===== config.mk =====
export PLATFORM = sky130hd
export DESIGN_NAME = lifo_pop_stream
export DESIGN_NICKNAME = d
export VERILOG_FILES = /design/src/rtl/lifo_pop_stream.sv
export SDC_FILE = /design/constraint.sdc
export NUM_CORES = 1
export LEC_CHECK = 0
export CORE_MARGIN = 3
export CORE_UTILIZATION = 47
export DETAILED_ROUTE_END_ITERATION = 12
export HOLD_SLACK_MARGIN = 0.06
export PLACE_DENSITY = 0.76
export SLEW_MARGIN = 20
export SYNTH_ARGS = -nofsm -noshare
export SYNTH_HDL_FRONTEND = slang
export SYNTH_SLANG_ARGS = --single-unit

===== constraint.sdc =====
create_clock -name clk -period 1.89 [get_ports clk]
set_input_delay 0.4725 -clock clk [delete_from_list [all_inputs] [get_ports clk]]
set_output_delay 0.4725 -clock clk [all_outputs]
set_load 0.01 [all_outputs]

===== src/rtl/lifo_pop_stream.sv =====
// lifo_pop_stream
// Drains a requested number of words from an upstream LIFO and presents
// them as a valid/ready stream, in pop order (last pushed first).
//
// Ports:
//   clk, rst            single rising-edge clock, synchronous active-high reset
//   cmd_valid/cmd_ready request handshake, accepted only while idle
//   cmd_len             words to pop for this burst (0..16)
//   lifo_empty/lifo_pop LIFO empty flag and pop strobe
//   lifo_data           registered LIFO output, valid the cycle after a pop
//   m_valid/m_ready     output stream handshake
//   m_data/m_last       output word and last-of-burst marker
//   done/done_cnt/done_short  one-cycle completion pulse with delivered count
//                       and a flag for a burst cut short by an empty LIFO
module lifo_pop_stream #(
    parameter int WIDTH = 16,
    parameter int LEN_W = 5
) (
    input  logic             clk,
    input  logic             rst,
    input  logic             cmd_valid,
    output logic             cmd_ready,
    input  logic [LEN_W-1:0] cmd_len,
    input  logic             lifo_empty,
    output logic             lifo_pop,
    input  logic [WIDTH-1:0] lifo_data,
    output logic             m_valid,
    input  logic             m_ready,
    output logic [WIDTH-1:0] m_data,
    output logic             m_last,
    output logic             done,
    output logic [LEN_W-1:0] done_cnt,
    output logic             done_short
);

    localparam logic [1:0] S_IDLE  = 2'd0;
    localparam logic [1:0] S_POP   = 2'd1;
    localparam logic [1:0] S_DRAIN = 2'd2;
    localparam logic [1:0] S_DONE  = 2'd3;

    localparam logic [LEN_W-1:0] ONE = 1;

    logic [1:0]       state;
    logic [LEN_W-1:0] len_q;
    logic [LEN_W-1:0] issued;
    logic [LEN_W-1:0] delivered;
    logic             inflight;
    logic [1:0]       occ;
    logic [WIDTH-1:0] skid0;
    logic [WIDTH-1:0] skid1;
    logic             wr_ptr;
    logic             rd_ptr;
    logic             fire;
    logic             room;

    assign m_valid = !rst && (occ != 2'd0);
    assign fire    = m_valid && m_ready;

    // A pop is allowed only if the word it fetches is guaranteed a slot in
    // the skid buffer, counting the word already in flight and crediting a
    // word leaving this very cycle; this keeps one word per cycle streaming.
    assign room     = ({1'b0, occ} + {2'b0, inflight}) < (3'd2 + {2'b0, fire});
    assign lifo_pop = !rst && (state == S_POP) && !lifo_empty
                      && (issued < len_q) && room;

    assign cmd_ready  = !rst && (state == S_IDLE);
    assign m_data     = rst ? '0 : (rd_ptr ? skid1 : skid0);
    // A short burst never reaches index len-1, so m_last cannot fire on it.
    assign m_last     = m_valid && (delivered == len_q - ONE);
    assign done       = !rst && (state == S_DONE);
    assign done_cnt   = done ? delivered : '0;
    assign done_short = done && (delivered < len_q);

    // Burst sequencing, skid buffer and counters. The word popped in one
    // cycle appears on lifo_data in the next, so the in-flight flag is
    // simply the previous cycle's pop and doubles as the capture enable.
    always_ff @(posedge clk) begin
        if (rst) begin
            state     <= S_IDLE;
            len_q     <= '0;
            issued    <= '0;
            delivered <= '0;
            inflight  <= 1'b0;
            occ       <= 2'd0;
            skid0     <= '0;
            skid1     <= '0;
            wr_ptr    <= 1'b0;
            rd_ptr    <= 1'b0;
        end else begin
            inflight <= lifo_pop;
            if (inflight) begin
                if (wr_ptr) skid1 <= lifo_data;
                else        skid0 <= lifo_data;
                wr_ptr <= ~wr_ptr;
            end
            if (fire) begin
                rd_ptr    <= ~rd_ptr;
                delivered <= delivered + ONE;
            end
            occ <= occ + {1'b0, inflight} - {1'b0, fire};
            if (lifo_pop) issued <= issued + ONE;

            case (state)
                S_IDLE: begin
                    if (cmd_valid) begin
                        len_q     <= cmd_len;
                        issued    <= '0;
                        delivered <= '0;
                        state     <= (cmd_len == '0) ? S_DONE : S_POP;
                    end
                end
                S_POP: begin
                    // Leave once every pop is issued, or when the LIFO ran
                    // dry and no fetched word is still on its way.
                    if ((issued == len_q) || (lifo_empty && !inflight))
                        state <= S_DRAIN;
                end
                S_DRAIN: begin
                    if ((occ == 2'd0) && !inflight)
                        state <= S_DONE;
                end
                default: begin
                    state <= S_IDLE;
                end
            endcase
        end
    end

endmodule


==> results.cfg <==
[global_route]
track_usage_pct = 20.60
grt.overflow.total = 0
globalRouteMet3Util_pct = 3.869
grt_pass1_wl_mm = 11.96
grt-busiest-layer = met2
use_met1_pct = 24.92
grt_util_met2_pct = 37.76
antenna_found_initial = 0
grt_start_max_net_pins = 35
grt_pass1_vias = 2683

[clocking]
postCtsHoldBufs = 0
cts-root-buf = clkbuf_8
cts.reportedPaths.clkPinSlew_ns = 0.10
cts-buffers-inserted = 5
cts_buffer_depth = 2
clk_latency_ns = 0.30
numClockSinks = 54
h-tree-depth = 2
cts_tree = built

[critical_path]
arrival_ns = 1.88
critPathBufInv = 3
startpoint_type = flop
crit_chain = inv_4 > buf_4 > ha_4 > xor2_1 > nor3_1 > a31oi_1 > nor4_2 > buf_2
crit_fanout = 3
cpLargestDelayFamily = simple AND/OR/NAND/NOR gates
crit_path_top_delay_cell = dfxtp_2
r2r-end = occ[1]
required_ns = 1.42
slowest_delay_ns = 0.37
path_class = reg -> out
ff2ff_setup_slack_ns = -0.05
r2r_start = occ[0]
rr_worst_depth = 11
endpoint_kind = output port

[cells_and_area]
nets = 496
final_area_sq_um = 4110
drive_gt1_share_pct = 27.84
layout-area-overhead-vs-synth_pct = 46.85
fill_cells = 394
fin_util_pct = 72.85
n_antenna_cell = 0

[yosys]
synth_common_cells = nand2_1, dfxtp_1, a21oi_1
synth_top_area_share_pct = 38.62
ys.flop_type = dfxtp_1
synth-simple-area-share_pct = 24.27
syn_area_per_cell_sq_um = 7.952
synthAdderAreaFrac_pct = 9.835
syn_nets = 400
synth_top_family_by_area = simple AND/OR/NAND/NOR gates
synth_edf_count = 0
synth_seq_cells = 54
synth_area_leader_cell = dfxtp_1
syn_area_sq_um = 2799
seq_area_frac_synth_pct = 38.62
ys_warn_count = 0
synthMuxAreaShare_pct = 6.437
synth-xor-area-share_pct = 4.381
postSynthCellCount = 352
synthArstFlopShare_pct = 0
yosysMostFrequentCell = nand2_1
netlist-cell-type-count = 32
synth_compound_area_share_pct = 11.31
synth.area.top_cells = dfxtp_1, nand2_1, ha_1

[die]
die_x_um = 83.17
design.core.area_sq_um = 5642
io_pins = 53
fp.dieH_um = 83.17
die_area_sq_um = 6917
start_util_pct = 49.61
num_rows = 27

[sta]
setup_viol = 4
relSlewSlack_pct = 59.18
setup-tns-final_ns = -1.182
period_minus_slack_ns = 2.357
finalMaxSlewViolations = 0
worst_pin_slew_ns = 0.6108
skew_ns = 0.01271
max_clock_freq_mhz = 424.3
timing.final.ws_setup_ns = -0.4668
hold_violations = 0
period_share_pct = 124.7
rsz0062_at_grt = true

[status]
violations = setup timing
run_status = finished, violations left

[place]
dp_hpwl_mm = 4.868
io_buffers = 52
place_congestion = 0.8988
dp_slack_ns = -0.7382
postPlaceCellArea_sq_um = 3695

[job]
drv_cap = 0

[route]
vias_per_cell = 5.177
route.detailed.drc = 0
vias = 2697
ant_nets = 0
wirelength_mm = 7.522
drt_iter0_drc = 139
wl_per_cell_um = 14.44
first_pass_iters = 4

[hold_path]
holdCritStartpoint = skid0[0]
hold_path_end = skid0[0]
hold_depth = 2
hp-class = reg -> reg

[power]
leakagePower_uw = 0.001615
power.density_nw_per_um2 = 746.8
vdd_drop_max_uv = 414.2
==> timing repair <==
item                       CTS  global route
setup endpoints to repair   31            31
setup buffers                8             6
pin swaps                   16            25
gates cloned                 1             1
gates resized for setup     86            54
==> flip-flops by register name (all words and copies together), names as in the netlist <==
name	cells
wr_ptr	1
inflight	1
len_q	5
skid1	16
skid0	16
occ	2
state	2
rd_ptr	1
issued	5
delivered	5
==> cell families (layout without fill, tap and decap cells) <==
family,Yosys count,after routing
AND/OR/NAND/NOR,152,152
AO/OA/AOI/OAI,56,56
multiplexers,18,18
buffers and inverters,36,133
adder cells (fa/ha/maj),22,22
XOR/XNOR,14,14
flip-flops,54,54
==> stage by stage <==
step	std cells	total power, uW	hold WS [ns]
floorplan	352	1773	0.4357
global placement	500	2136	0.4405
detailed placement	500	2162	0.4465
CTS	517	2957	0.4612
global route	521	3242	0.4879
finish	521	3070	0.4598
==> how the worst max path moves through the flow <==
stage / from / end / slack (ns) / depth (start not counted)
floorplan: rst / occ[1] / -0.02 / 9
global placement: lifo_empty / lifo_pop / -0.70 / 5
detailed placement: lifo_empty / lifo_pop / -0.74 / 5
CTS: len_q[1] / done_short / -0.39 / 8
global route: len_q[1] / m_last / -0.53 / 8
finish: len_q[1] / m_last / -0.47 / 8
==> tightest hold or removal path, stage by stage, from the launching register on <==
cell and delay, ns:
dfxtp_1 0.32, nand2_1 0.05, a21oi_1 0.05
==> final cells by class <==
type	instances	area, sq um	area share, %
multi-input cells	262	1757	42.74
flip-flops and latches	54	1097	26.70
repair buffers	109	1005	24.44
well taps	72	90.09	2.192
clock buffers	6	82.58	2.009
inverters	16	62.56	1.522
clock inverters	2	16.27	0.3957
==> routing by layer <==
layer,vias to the layer above,wire [um]
met5,-,0
met4,0,60
met3,6,261
met2,56,3929
met1,1280,3270
li1,1355,-
==> layout by cell type, fill, tap and decap left out, types with 3 or more instances in the layout <==
| cell type | Yosys | final |
|---|---|---|
| nand4_1 | 3 | 3 |
| clkbuf_8 | 0 | 6 |
| clkdlybuf4s15_1 | 0 | 13 |
| clkbuf_2 | 0 | 4 |
| nor2b_1 | 5 | 3 |
| buf_12 | 0 | 3 |
| clkdlybuf4s50_1 | 0 | 23 |
| nand2_1 | 81 | 81 |
| buf_4 | 0 | 45 |
| nand2b_1 | 4 | 4 |
| ha_1 | 22 | 13 |
| and2_4 | 0 | 6 |
| buf_2 | 1 | 6 |
| ha_2 | 0 | 3 |
| mux2i_1 | 18 | 17 |
| nand3_1 | 9 | 9 |
| dfxtp_2 | 0 | 10 |
| a21oi_1 | 41 | 41 |
| xnor2_1 | 7 | 6 |
| xor2_1 | 7 | 6 |
| ha_4 | 0 | 6 |
| nor2_1 | 33 | 33 |
| inv_1 | 16 | 13 |
| buf_6 | 1 | 12 |
| dfxtp_1 | 54 | 43 |
==> power breakdown <==
part | switching, uW | leakage (uW) | internal, uW
clock | 396 | 0.0000478 | 303
sequential | 53.4 | 0.000441 | 1210
combinational | 538 | 0.00113 | 567
No activity file was read; power rests on OpenSTA's default activity.
